### config.mk
export PLATFORM = sky130hd
export DESIGN_NAME = shared_adder_arbiter
export DESIGN_NICKNAME = d
export VERILOG_FILES = /design/src/rtl/adder_arb_pkg.sv /design/src/rtl/rr_arbiter.sv /design/src/rtl/shared_adder_arbiter.sv
export SDC_FILE = /design/constraint.sdc
export NUM_CORES = 1
export LEC_CHECK = 0
export CORE_UTILIZATION = 44
export CTS_CLUSTER_DIAMETER = 50
export DETAILED_ROUTE_END_ITERATION = 16
export GPL_ROUTABILITY_DRIVEN = 0
export PLACE_DENSITY = 0.8
export SLEW_MARGIN = 20
export SYNTH_ARGS = -nofsm -noshare
export SYNTH_HDL_FRONTEND = slang
export SYNTH_HIERARCHICAL = 1
export SYNTH_SLANG_ARGS = --single-unit
### constraint.sdc
create_clock -name clk -period 5.9 [get_ports clk]
set_input_delay 1.18 -clock clk [delete_from_list [all_inputs] [get_ports clk]]
set_output_delay 1.18 -clock clk [all_outputs]
set_load 0.01 [all_outputs]
### src/rtl/adder_arb_pkg.sv
// Shared constants, FSM state type and saturation limits
// for the shared adder arbiter.
package adder_arb_pkg;

  localparam int NUM_REQ_DEF = 4;
  localparam int DW_A_DEF    = 8;
  localparam int DW_B_DEF    = 8;
  localparam int DW_OUT_DEF  = 9;

  typedef enum logic {
    EMPTY = 1'b0,
    FULL  = 1'b1
  } state_e;

  function automatic longint sat_max(input int w);
    return (longint'(1) <<< (w - 1)) - 1;
  endfunction

  function automatic longint sat_min(input int w);
    return -(longint'(1) <<< (w - 1));
  endfunction

endpackage

### src/rtl/rr_arbiter.sv
// Round-robin grant: search upward from ptr with wrap,
// first asserted request wins.
module rr_arbiter #(
  parameter int N  = 4,
  parameter int IW = $clog2(N)
) (
  input  logic [N-1:0]  req_i,
  input  logic [IW-1:0] ptr_i,
  input  logic          en_i,
  output logic [N-1:0]  gnt_o,
  output logic [IW-1:0] idx_o,
  output logic          vld_o
);

  logic [IW-1:0] j;

  always_comb begin
    gnt_o = '0;
    idx_o = '0;
    vld_o = 1'b0;
    j     = '0;
    for (int k = 0; k < N; k++) begin
      j = IW'((int'(ptr_i) + k) % N);
      if (en_i && !vld_o && req_i[j]) begin
        gnt_o[j] = 1'b1;
        idx_o    = j;
        vld_o    = 1'b1;
      end
    end
  end

endmodule

### src/rtl/shared_adder_arbiter.sv
// N requesters share one registered signed adder.
// Define ADDER_SATURATE_EN to clamp instead of wrap.
module shared_adder_arbiter
  import adder_arb_pkg::*;
#(
  parameter int NUM_REQ        = NUM_REQ_DEF,
  parameter int DATA_WIDTH_A   = DW_A_DEF,
  parameter int DATA_WIDTH_B   = DW_B_DEF,
  parameter int DATA_WIDTH_OUT = DW_OUT_DEF
) (
  input  logic                              clk,
  input  logic                              rst_n,
  input  logic [NUM_REQ-1:0]                req_valid,
  output logic [NUM_REQ-1:0]                req_ready,
  input  logic [NUM_REQ*DATA_WIDTH_A-1:0]   req_a,
  input  logic [NUM_REQ*DATA_WIDTH_B-1:0]   req_b,
  output logic                              res_valid,
  input  logic                              res_ready,
  output logic [DATA_WIDTH_OUT-1:0]         res_sum,
  output logic [$clog2(NUM_REQ)-1:0]        res_id
);

  localparam int IW = $clog2(NUM_REQ);
  localparam int SW = DATA_WIDTH_OUT + 1;

  state_e                     state_q, state_d;
  logic [IW-1:0]              ptr_q, ptr_d;
  logic [IW-1:0]              id_q, id_d;
  logic [DATA_WIDTH_OUT-1:0]  sum_q, sum_d, sum_nx;

  logic                       en;
  logic [NUM_REQ-1:0]         gnt;
  logic [IW-1:0]              gidx;
  logic                       gvld;

  logic signed [DATA_WIDTH_A-1:0] a_sel;
  logic signed [DATA_WIDTH_B-1:0] b_sel;
  logic signed [SW-1:0]           a_ext, b_ext, sum_w;

  // A held result may be drained and replaced in the same cycle.
  assign en = rst_n & ((state_q == EMPTY) | res_ready);

  rr_arbiter #(
    .N  (NUM_REQ),
    .IW (IW)
  ) u_arb (
    .req_i (req_valid),
    .ptr_i (ptr_q),
    .en_i  (en),
    .gnt_o (gnt),
    .idx_o (gidx),
    .vld_o (gvld)
  );

  always_comb begin
    a_sel = '0;
    b_sel = '0;
    for (int i = 0; i < NUM_REQ; i++) begin
      if (gidx == IW'(i)) begin
        a_sel = req_a[i*DATA_WIDTH_A +: DATA_WIDTH_A];
        b_sel = req_b[i*DATA_WIDTH_B +: DATA_WIDTH_B];
      end
    end
  end

  assign a_ext = SW'(a_sel);
  assign b_ext = SW'(b_sel);
  assign sum_w = a_ext + b_ext;

`ifdef ADDER_SATURATE_EN
  localparam logic signed [SW-1:0] SMAX =
    SW'(sat_max(DATA_WIDTH_OUT));
  localparam logic signed [SW-1:0] SMIN =
    SW'(sat_min(DATA_WIDTH_OUT));

  always_comb begin
    sum_nx = sum_w[DATA_WIDTH_OUT-1:0];
    if (sum_w > SMAX)
      sum_nx = SMAX[DATA_WIDTH_OUT-1:0];
    else if (sum_w < SMIN)
      sum_nx = SMIN[DATA_WIDTH_OUT-1:0];
  end
`else
  assign sum_nx = sum_w[DATA_WIDTH_OUT-1:0];
`endif

  always_comb begin
    state_d = state_q;
    ptr_d   = ptr_q;
    id_d    = id_q;
    sum_d   = sum_q;
    if (gvld) begin
      state_d = FULL;
      ptr_d   = (gidx == IW'(NUM_REQ - 1)) ? '0 : gidx + 1'b1;
      id_d    = gidx;
      sum_d   = sum_nx;
    end else if (res_ready) begin
      state_d = EMPTY;
    end
  end

  always_ff @(posedge clk or negedge rst_n) begin
    if (!rst_n) begin
      state_q <= EMPTY;
      ptr_q   <= '0;
      id_q    <= '0;
      sum_q   <= '0;
    end else begin
      state_q <= state_d;
      ptr_q   <= ptr_d;
      id_q    <= id_d;
      sum_q   <= sum_d;
    end
  end

  assign req_ready = gnt;
  assign res_valid = (state_q == FULL);
  assign res_sum   = sum_q;
  assign res_id    = id_q;

endmodule

# --- Word level (Yosys, flattened, before mapping) ---
# Index checks and enable logic that the tools add are counted.
totals:
  in_bits: 71
  out_inout_bits: 16
  register_bits: 14
op_classes:
  mux: 39
  eq_ne: 3
  magnitude_cmp: 8
  addsub: 5
  n_reduce_logical: 16
  bitwise: 6
op_table:
  columns: ["operator", "n"]
  rows:
  - ["$mux W8", 8]
  - ["$mux W4", 4]
  - ["$mux W1", 14]
  - ["$lt A2 B3 Y1 const B", 4]
  - ["$or A4 B4 Y4", 3]
  - ["$logic_and A1 B1 Y1", 11]
  - ["$mux W2", 5]
  - ["$add A8 B8 Y9", 1]
  - ["$bmux W1 S2", 4]
  - ["$demux W1 S2", 4]
  - ["$ge A2 B1 Y1 const B", 4]
  - ["$add A2 B1 Y2 const B", 2]
  - ["$add A2 B2 Y2 const B", 2]
  - ["$eq A2 B2 Y1 const B", 2]
  - ["$logic_not A1 Y1", 3]
  - ["$eq A2 B1 Y1 const B", 1]
  - ["$logic_not A2 Y1", 1]
  - ["$reduce_bool A2 Y1", 1]
  - ["$and A1 B1 Y1", 1]
  - ["$not A1 Y1", 1]
  - ["$or A1 B1 Y1", 1]

# --- Depth between registers and ports, before layout ---
# Gate-level depths: netlist of run 1.
logic_depth:
  ltp_word: 23
  ltp_mapped: 24

# --- Cells and area by module ---
# The synthesis of run 1 kept the hierarchy.
modules_own_cells:
  columns: ["mod", "area_each_um2", "seq_area_each_um2", "cells_per_inst", "instances"]
  rows:
  - ["shared_adder_arbiter", 1462.7, 350.3, 197, 1]
  - ["rr_arbiter", 578.1, 0.0, 67, 1]

# --- Least setup slack after synthesis of run 1 ---
# OpenSTA, ideal clock, no wires.
synth_timing:
  path_kind: "input -> register"
  start: "input req_valid[1]"
  end: "register sum_q[4], in the netlist res_sum[4]"
  setup_time_ns: 0.125
  required_time_ns: 5.775
  arrival_ns: 4.714
  slack_ns: 1.061
  stages: 19
  path_cell_list: "buf_2 mux4_2 nor2b_4 or2_1 o21ai_1 inv_1 ha_1 buf_2 buf_2 nand3b_1 a21oi_1 a21oi_1 o21ai_1 ha_1 fa_1 a21o_2 a21oi_2 xnor2_1 mux2_2"
synth_between:
  elab_chain_len: 22
  elab_cells_between_ends: 39
synth_lines:
  columns: ["item", "line", "rtl"]
  rows:
  - ["start: declaration", "shared_adder_arbiter.sv:13", "input logic [NUM_REQ-1:0] req_valid,"]
  - ["$bmux W1 S2", "rr_arbiter.sv:24", "if (en_i && !vld_o && req_i[j]) begin"]
  - ["$mux W1 (implied by the code)", "rr_arbiter.sv:24", null]
  - ["$logic_and A1 B1 Y1", "rr_arbiter.sv:24", null]
  - ["$mux W1", "rr_arbiter.sv:24", null]
  - ["$logic_not A1 Y1", "rr_arbiter.sv:24", null]
  - ["$logic_and A1 B1 Y1 (2 in a row)", "rr_arbiter.sv:24", null]
  - ["$mux W1", "rr_arbiter.sv:24", null]
  - ["$logic_not A1 Y1", "rr_arbiter.sv:24", null]
  - ["$logic_and A1 B1 Y1 (2 in a row)", "rr_arbiter.sv:24", null]
  - ["$mux W1", "rr_arbiter.sv:24", null]
  - ["$logic_not A1 Y1", "rr_arbiter.sv:24", null]
  - ["$logic_and A1 B1 Y1 (2 in a row)", "rr_arbiter.sv:24", null]
  - ["$mux W2 (*)", "rr_arbiter.sv:24", null]
  - ["named net gidx[0]", "shared_adder_arbiter.sv:33", "logic [IW-1:0] gidx;"]
  - ["$logic_not A2 Y1", "shared_adder_arbiter.sv:59", "if (gidx == IW'(i)) begin"]
  - ["$mux W8 (4 in a row)", "shared_adder_arbiter.sv:59", null]
  - ["$add A8 B8 Y9 (*)", "shared_adder_arbiter.sv:68", "assign sum_w = a_ext + b_ext;"]
  - ["end signal: assignment", "shared_adder_arbiter.sv:112", "sum_q <= sum_d;"]
  - ["end: declaration", "shared_adder_arbiter.sv:29", "logic [DATA_WIDTH_OUT-1:0] sum_q, sum_d, sum_nx;"]
# The timed path passes the listed nets; every way through them passes the cells marked *. The select of a mux whose other input is x is not followed.
# A chain may end at the register's enable or synchronous reset.

# --- Final worst setup path of run 1 ---
# Same ends and word-level chain as after synthesis.

==> summary.md, run 1 <==
| Metric | Value |
|---|---|
| Setup Viol. Count Final | `0` |
| Slowest-stage cell, CP | `mux4_2` |
| Layout cells sized above 1 | `8.504%` |
| Io pins | `87` |
| Max Slew Vio Count | `0` |
| CTS tree | `built` |
| Reg2reg start | `ptr_q[1]` |
| Leading area contributor after synthesis | `dfrtp_1` |
| Setup crit start kind | `input pin` |
| CTS resizes | `0` |
| PortBufs | `86` |
| Root Buffer | `clkbuf_8` |
| Setup WS post-layout | `504.1 ps` |
| # nets final | `434` |
| Run status | `finished, final reports clean` |
| Number of fill cells in the layout | `364` |
| Commonest cells in the netlist | `nand2_1, a21oi_1, ha_1, o21ai_1, nand3b_1` |
| Max Freq | `185.3 MHz` |
| DR pass1 iterations | `5` |
| Die Span X | `70.10 microns` |
| Final WL | `6174 microns` |
| Gr ovfl total | `0` |
| WHS | `501.9 ps` |
| Critical path class | `input pin to flop` |
| Post-synthesis register bit count | `14` |
| Worst R2R Path Depth | `18` |
| Post-route minimum period | `5396 ps` |
| Initial DRC count | `104` |
| Die area | `0.004914 sq mm` |
| Adder-cell share of the synthesized area | `12.63%` |
| Ys Warns | `6` |
| GR Util All Layers | `24.82%` |
| DP HPWL | `4876 microns` |
| Starting Density | `46.23%` |
| Post-synthesis xor/xnor area fraction | `1.288%` |
| CTS clk-pin slew, worst paths | `50 ps` |
| Die Y-Extent | `70.10 microns` |
| Power per cell area | `547.6 mW/mm^2` |
| Top cells by area, synth | `dfrtp_1, ha_1, a21oi_1` |
| Critical path cell sequence | `clkdlybuf4s50_1 > mux4_2 > nor2b_4 > or2_1 > o21ai_1 > inv_1 > ha_1 > nand3b_1 > a21oi_1 > a21oi_1 > o21ai_1 > ha_1 > fa_1 > a21o_2 > a21oi_2 > xnor2_1 > mux2_2` |
| Setup fix buffers added after clock tree synthesis | `0` |
| RSZ-0062 raised after global routing | `false` |
| DP Worst Slack | `307.3 ps` |
| Met2 usage | `39.42%` |
| Number of nets with antenna violations after routing | `0` |
| Slowest stage delay, CP | `600 ps` |
| Largest net degree at the start of global routing | `22` |
| Met1 usage in global routing | `36.67%` |
| H-tree Lvls | `1` |
| Cts bufs inserted | `3` |
| EDFF count, synth | `0` |
| Worst R2R Setup Slack | `710 ps` |
| Post-route DRC | `0` |
| Top_reg_cell synth | `dfrtp_1` |
| CP Data Required Time | `6020 ps` |
| Netlist cell types | `51` |
| Syn-to-layout area delta | `45.49%` |
| Max-Cap Viols | `0` |
| Worst Path Arrival | `5520 ps` |
| Final core occ | `67.26%` |
| CP endpoint | `res_sum[4]` |
| Worst r2r dst | `res_sum[4]` |
| Core box area | `0.004414 sq mm` |
| Crit. Startpoint | `req_valid[1]` |
| Layer carrying the most global-route usage | `met2` |
| Rel. slew slack | `63.23%` |
| Initial antenna violation count | `0` |
| Clock Sinks | `14` |
| Avg Cell Area, Syn | `7.730 sq um` |
| Ant. Diodes | `0` |
| Clk Latency, worst-skew pair | `240 ps` |
| Min-Delay Path Class | `flop to flop` |
| Setup TNS | `0 ps` |
| # rows | `24` |
| Leakage Power | `1.180 nW` |
| Skew final | `0.4451 ps` |
| First-pass GRT wire length | `9949 microns` |
| Crit path max fanout | `16` |
| Post-Syn Area | `0.002041 sq mm` |
| Crit share post-route | `91.46%` |
| Worst IR Drop VDD | `0.2821 mV` |
| Synth Area in Compound Gates | `27.28%` |
| Dominant cell by count in the synthesized netlist | `nand2_1` |
| Avg WL per Cell | `15.71 microns` |
| Post-DR vias/cell | `5.751` |
| Worst Setup End Kind | `flop` |
| Synth Instances | `264` |
| Via count | `2,260` |
| Grt met3 use | `3.030%` |
| Syn_nets | `355` |
| Sequential fraction of the synthesis area | `17.17%` |
| Fin. Hold Viols | `0` |
| Worst slew pin tran | `551.5 ps` |
| Post-Synth Simple-Gate Area | `23.97%` |
| Post-synthesis mux area share | `11.16%` |
| CTS Buffer Depth | `2` |
| Vias in the first global route | `2,033` |
| FFs w/ async S/R, synth | `100.0%` |
| Hold_buf cts | `0` |
| Synth top area share | `17.17%` |
| Main combinational cell family by area after synthesis | `compound AO/OA/AOI/OAI gates` |
[how the worst min path moves through the flow]
stage / cells past startpoint / slack [ps] / to / startpoint
6_report: 2 / 500 / res_sum[8] / res_sum[8]
5_1_grt: 2 / 530 / res_valid / res_valid
4_1_cts: 2 / 500 / res_sum[8] / res_sum[8]
3_5_place_dp: 2 / 480 / res_sum[8] / res_sum[8]
3_3_place_gp: 2 / 490 / res_sum[6] / res_sum[6]
2_1_floorplan: 2 / 520 / res_sum[8] / res_sum[8]
[where the power goes]
group / internal, W / switching (W)
combinational: 0.000644 / 0.000731
sequential: 0.000144 / 0.0000336
clock: 0.0000449 / 0.0000285
total: 0.000833 / 0.000793
[cell type report]
type	count	area [sq um]	share of cell area, %
clock buffer	3	41.29	1.391
tap	52	65.06	2.191
multi-input combinational	222	1558	52.47
sequential	14	350.3	11.80
inverter	7	26.28	0.8850
timing repair buffer	95	928.4	31.27
[through the flow]
stage                     std cells  area (sq um)  total power [W]
after global placement          390          2928         0.001492
after floorplan                 264          2041         0.001179
final                           393          2969         0.001626
after detailed placement        390          2928         0.001531
after CTS                       393          2969         0.001613
after global routing            393          2969         0.001781
[registers in the layout, summed over array words and instances, names as in the netlist]
| signal | flops |
|---|---|
| res_id | 2 |
| res_valid | 1 |
| ptr_q | 2 |
| res_sum | 9 |
[critical path: cells and delay by family]
family	cells	cell delay, ps
xor+xnor	1	80
mux	2	860
buf+inv	2	690
simple gates	3	590
compound gates	6	1040
fa+ha+maj	3	1070
[per-layer routing]
layer	share of wire (%)	wire, microns
met1	47	2922
met2	44	2727
met3	8.0	497
met4	0.44	27
met5	0	0
[layout by cell type, fill, tap and decap left out, types with 3 or more instances in the layout]
cell and instances:
a221o_1 4, o211ai_1 4, inv_1 6, clkbuf_8 3, mux2i_1 4, xnor2_1 3, o21ai_1 19, ha_1 19
a21oi_1 40, clkdlybuf4s50_1 86, nand2_1 41, a22oi_1 4, buf_4 9, nand3_1 7, nand3b_1 18, nor2b_1 4
dfrtp_1 14, nor2_1 6, mux2_2 9, nand4_1 3
[kinds of logic after synthesis]
logic type,after synthesis
mux,17
fa+ha+maj,20
compound gates,92
buf+inv,28
flops,14
xor+xnor,3
simple gates,90
Power figures use the tool's default switching activity.
==> inputs of run 2 (changes only) <==
--- a/config.mk
+++ b/config.mk
@@ -5,11 +5,11 @@
 export SDC_FILE = /design/constraint.sdc
 export NUM_CORES = 1
 export LEC_CHECK = 0
-export CORE_UTILIZATION = 44
+export CORE_UTILIZATION = 40
 export CTS_CLUSTER_DIAMETER = 50
 export DETAILED_ROUTE_END_ITERATION = 16
 export GPL_ROUTABILITY_DRIVEN = 0
-export PLACE_DENSITY = 0.8
+export PLACE_DENSITY = 0.73
 export SLEW_MARGIN = 20
 export SYNTH_ARGS = -nofsm -noshare
 export SYNTH_HDL_FRONTEND = slang
==> constraint.sdc (replaced) <==
create_clock -name clk -period 5.6 [get_ports clk]
set_input_delay 1.12 -clock clk [delete_from_list [all_inputs] [get_ports clk]]
set_output_delay 1.12 -clock clk [all_outputs]
set_load 0.01 [all_outputs]
==> summary.md, run 2 (same netlist as run 1, synthesis figures left out) <==
| Metric | Value |
|---|---|
| Run status | `finished, final reports clean` |
| CTS Buffer Depth | `2 (unchanged)` |
| # rows | `25 (+4.2%)` |
| Die area | `0.005391 sq mm (+9.7%)` |
| Syn-to-layout area delta | `47.39%` |
| Avg WL per Cell | `15.07 microns (-4.1%)` |
| CTS tree | `built` |
| Io pins | `87 (unchanged)` |
| Die Y-Extent | `73.43 microns (+4.7%)` |
| Min-Delay Path Class | `flop to flop` |
| Initial antenna violation count | `0 (unchanged)` |
| Critical path class | `input pin to flop` |
| Placed cells | `405 (+3.8%)` |
| Root Buffer | `clkbuf_8` |
| Slowest stage delay, CP | `600 ps (about the same)` |
| Setup Viol. Count Final | `0 (unchanged)` |
| Setup fix buffers added after clock tree synthesis | `0 (unchanged)` |
| Power per cell area | `574.3 mW/mm^2 (+4.9%)` |
| Worst Setup End Kind | `flop` |
| RSZ-0062 raised after global routing | `false` |
| Finished Layout Cells | `409 (+4.1%)` |
| Leakage Power | `1.186 nW (+0.53%)` |
| Final WL | `6162 microns (-0.19%)` |
| Max Slew Vio Count | `0 (unchanged)` |
| Max FFs per register | `9 (unchanged)` |
| Number of nets with antenna violations after routing | `0 (unchanged)` |
| Largest net degree at the start of global routing | `21 (-4.5%)` |
| DR pass1 iterations | `4 (-1)` |
| First-pass GRT wire length | `9563 microns (-3.9%)` |
| Post-route minimum period | `5296 ps` |
| Most frequent cells in the layout | `clkdlybuf4s50_1, nand2_1, a21oi_1` |
| Cts bufs inserted | `3 (unchanged)` |
| DP HPWL | `4797 microns (-1.6%)` |
| DP Worst Slack | `69.80 ps (-237.5 ps)` |
| Post-DR vias/cell | `5.438 (-5.4%)` |
| Post-route DRC | `0 (unchanged)` |
| PortBufs | `86 (unchanged)` |
| Gr ovfl total | `0 (unchanged)` |
| Crit path max fanout | `16 (unchanged)` |
| Worst Path Arrival | `5420 ps (-100 ps)` |
| Setup TNS | `0 ps (unchanged)` |
| Clock Sinks | `14 (unchanged)` |
| Crit share post-route | `94.57%` |
| Layout cells sized above 1 | `9.357% (+0.85 points)` |
| Worst IR Drop VDD | `0.3387 mV (+20%)` |
| WHS | `492.6 ps (-9.322 ps)` |
| Setup crit start kind | `input pin` |
| Die Span X | `73.43 microns (+4.7%)` |
| Slowest-stage cell, CP | `mux4_2` |
| Worst slew pin tran | `552.5 ps (+0.9524 ps)` |
| Crit path max-delay family | `adder cells` |
| Rel. slew slack | `63.17% (-0.063 points)` |
| Starting Density | `42.36% (-3.9 points)` |
| Most common cell after layout, fill and taps aside | `clkdlybuf4s50_1` |
| Setup WS post-layout | `303.9 ps (-200.3 ps)` |
| # nets final | `434 (unchanged)` |
| CTS clk-pin slew, worst paths | `60 ps (about the same)` |
| Clk Latency, worst-skew pair | `240 ps (about the same)` |
| Via count | `2,224 (-1.6%)` |
| Critical path buffers and inverters | `2 (unchanged)` |
| Critical path cell sequence | `clkdlybuf4s50_1 > mux4_2 > nor2b_4 > or2_1 > o22ai_1 > inv_1 > ha_1 > nand3b_1 > a21oi_1 > a21oi_1 > o21ai_1 > ha_1 > fa_1 > a21o_2 > a21oi_2 > xnor2_1 > mux2_2` |
| Ant. Diodes | `0 (unchanged)` |
| Fin. Hold Viols | `0 (unchanged)` |
| Max Freq | `188.8 MHz` |
| Initial DRC count | `75 (-28%)` |
| CP Data Required Time | `5730 ps (-290 ps)` |
| H-tree Lvls | `1 (unchanged)` |
| Max-Cap Viols | `0 (unchanged)` |
| Skew final | `0.8399 ps (+0.3949 ps)` |
| Vias in the first global route | `2,009 (-1.2%)` |
| GR Util All Layers | `22.66% (-2.2 points)` |
| Core box area | `0.004817 sq mm (+9.1%)` |
[run 2: routing by layer]
metal	wire length [microns]	vias up	global-route usage [%]
met5	0	-	0
met4	9	0	3.632
met3	412	2	3.292
met2	2561	77	35.60
met1	3178	1012	33.36
li1	-	1133	-
[run 2: worst paths after layout]
path                              start    endpoint  slack [ps]  cells after the start
setup reg to reg               ptr_q[1]  res_sum[4]         730                     18
min in group asynchronous         rst_n   res_id[1]        1240                      2
hold / removal               res_sum[8]  res_sum[8]         490                      2
hold reg to reg              res_sum[8]  res_sum[8]         490                      2
setup / recovery           req_valid[0]  res_sum[4]         300                     17
max in group asynchronous         rst_n  res_sum[7]        4190                      2
[run 2: stage by stage]
stage                     instance area [sq um]  total power [W]  utilization [%]
after detailed placement                   2947         0.001605            61.17
after floorplan                            2041         0.001243                -
after global routing                       3008         0.001897            62.44
after CTS                                  3002         0.001720            62.31
after global placement                     2947         0.001586            61.17
final                                      3008         0.001727            62.44
[run 2: final cells by class]
| cell class | count | area, sq um |
|---|---|---|
| clock buffer | 4 | 55.05 |
| fill | 439 | 1809 |
| inverter | 7 | 26.28 |
| multi-input combinational | 222 | 1564 |
| sequential | 14 | 350.3 |
| tap | 67 | 83.83 |
| timing repair buffer | 95 | 928.4 |
[run 2: worst reg2reg max path: stages (launching register included)]
cell	delay, ps
dfrtp_1	340
inv_1	130
ha_1	490
mux4_2	630
nor2b_4	180
or2_1	260
o22ai_1	310
inv_1	110
ha_1	390
nand3b_1	160
a21oi_1	70
a21oi_1	130
o21ai_1	90
ha_1	260
fa_1	410
a21o_2	250
a21oi_2	170
xnor2_1	90
mux2_2	280
[run 2: repair_timing]
| item | in CTS | in global routing |
|---|---|---|
| endpoints found under the setup margin | 0 | 3 |
| hold buffers | 0 | 0 |
| gates resized for setup | 0 | 2 |
[run 2: power breakdown]
part	total (W)	internal (W)	switching, W
registers	0.000179	0.000152	0.0000272
logic	0.00145	0.000675	0.000774
clock network	0.0000983	0.0000622	0.0000361
total	0.00173	0.000890	0.000838
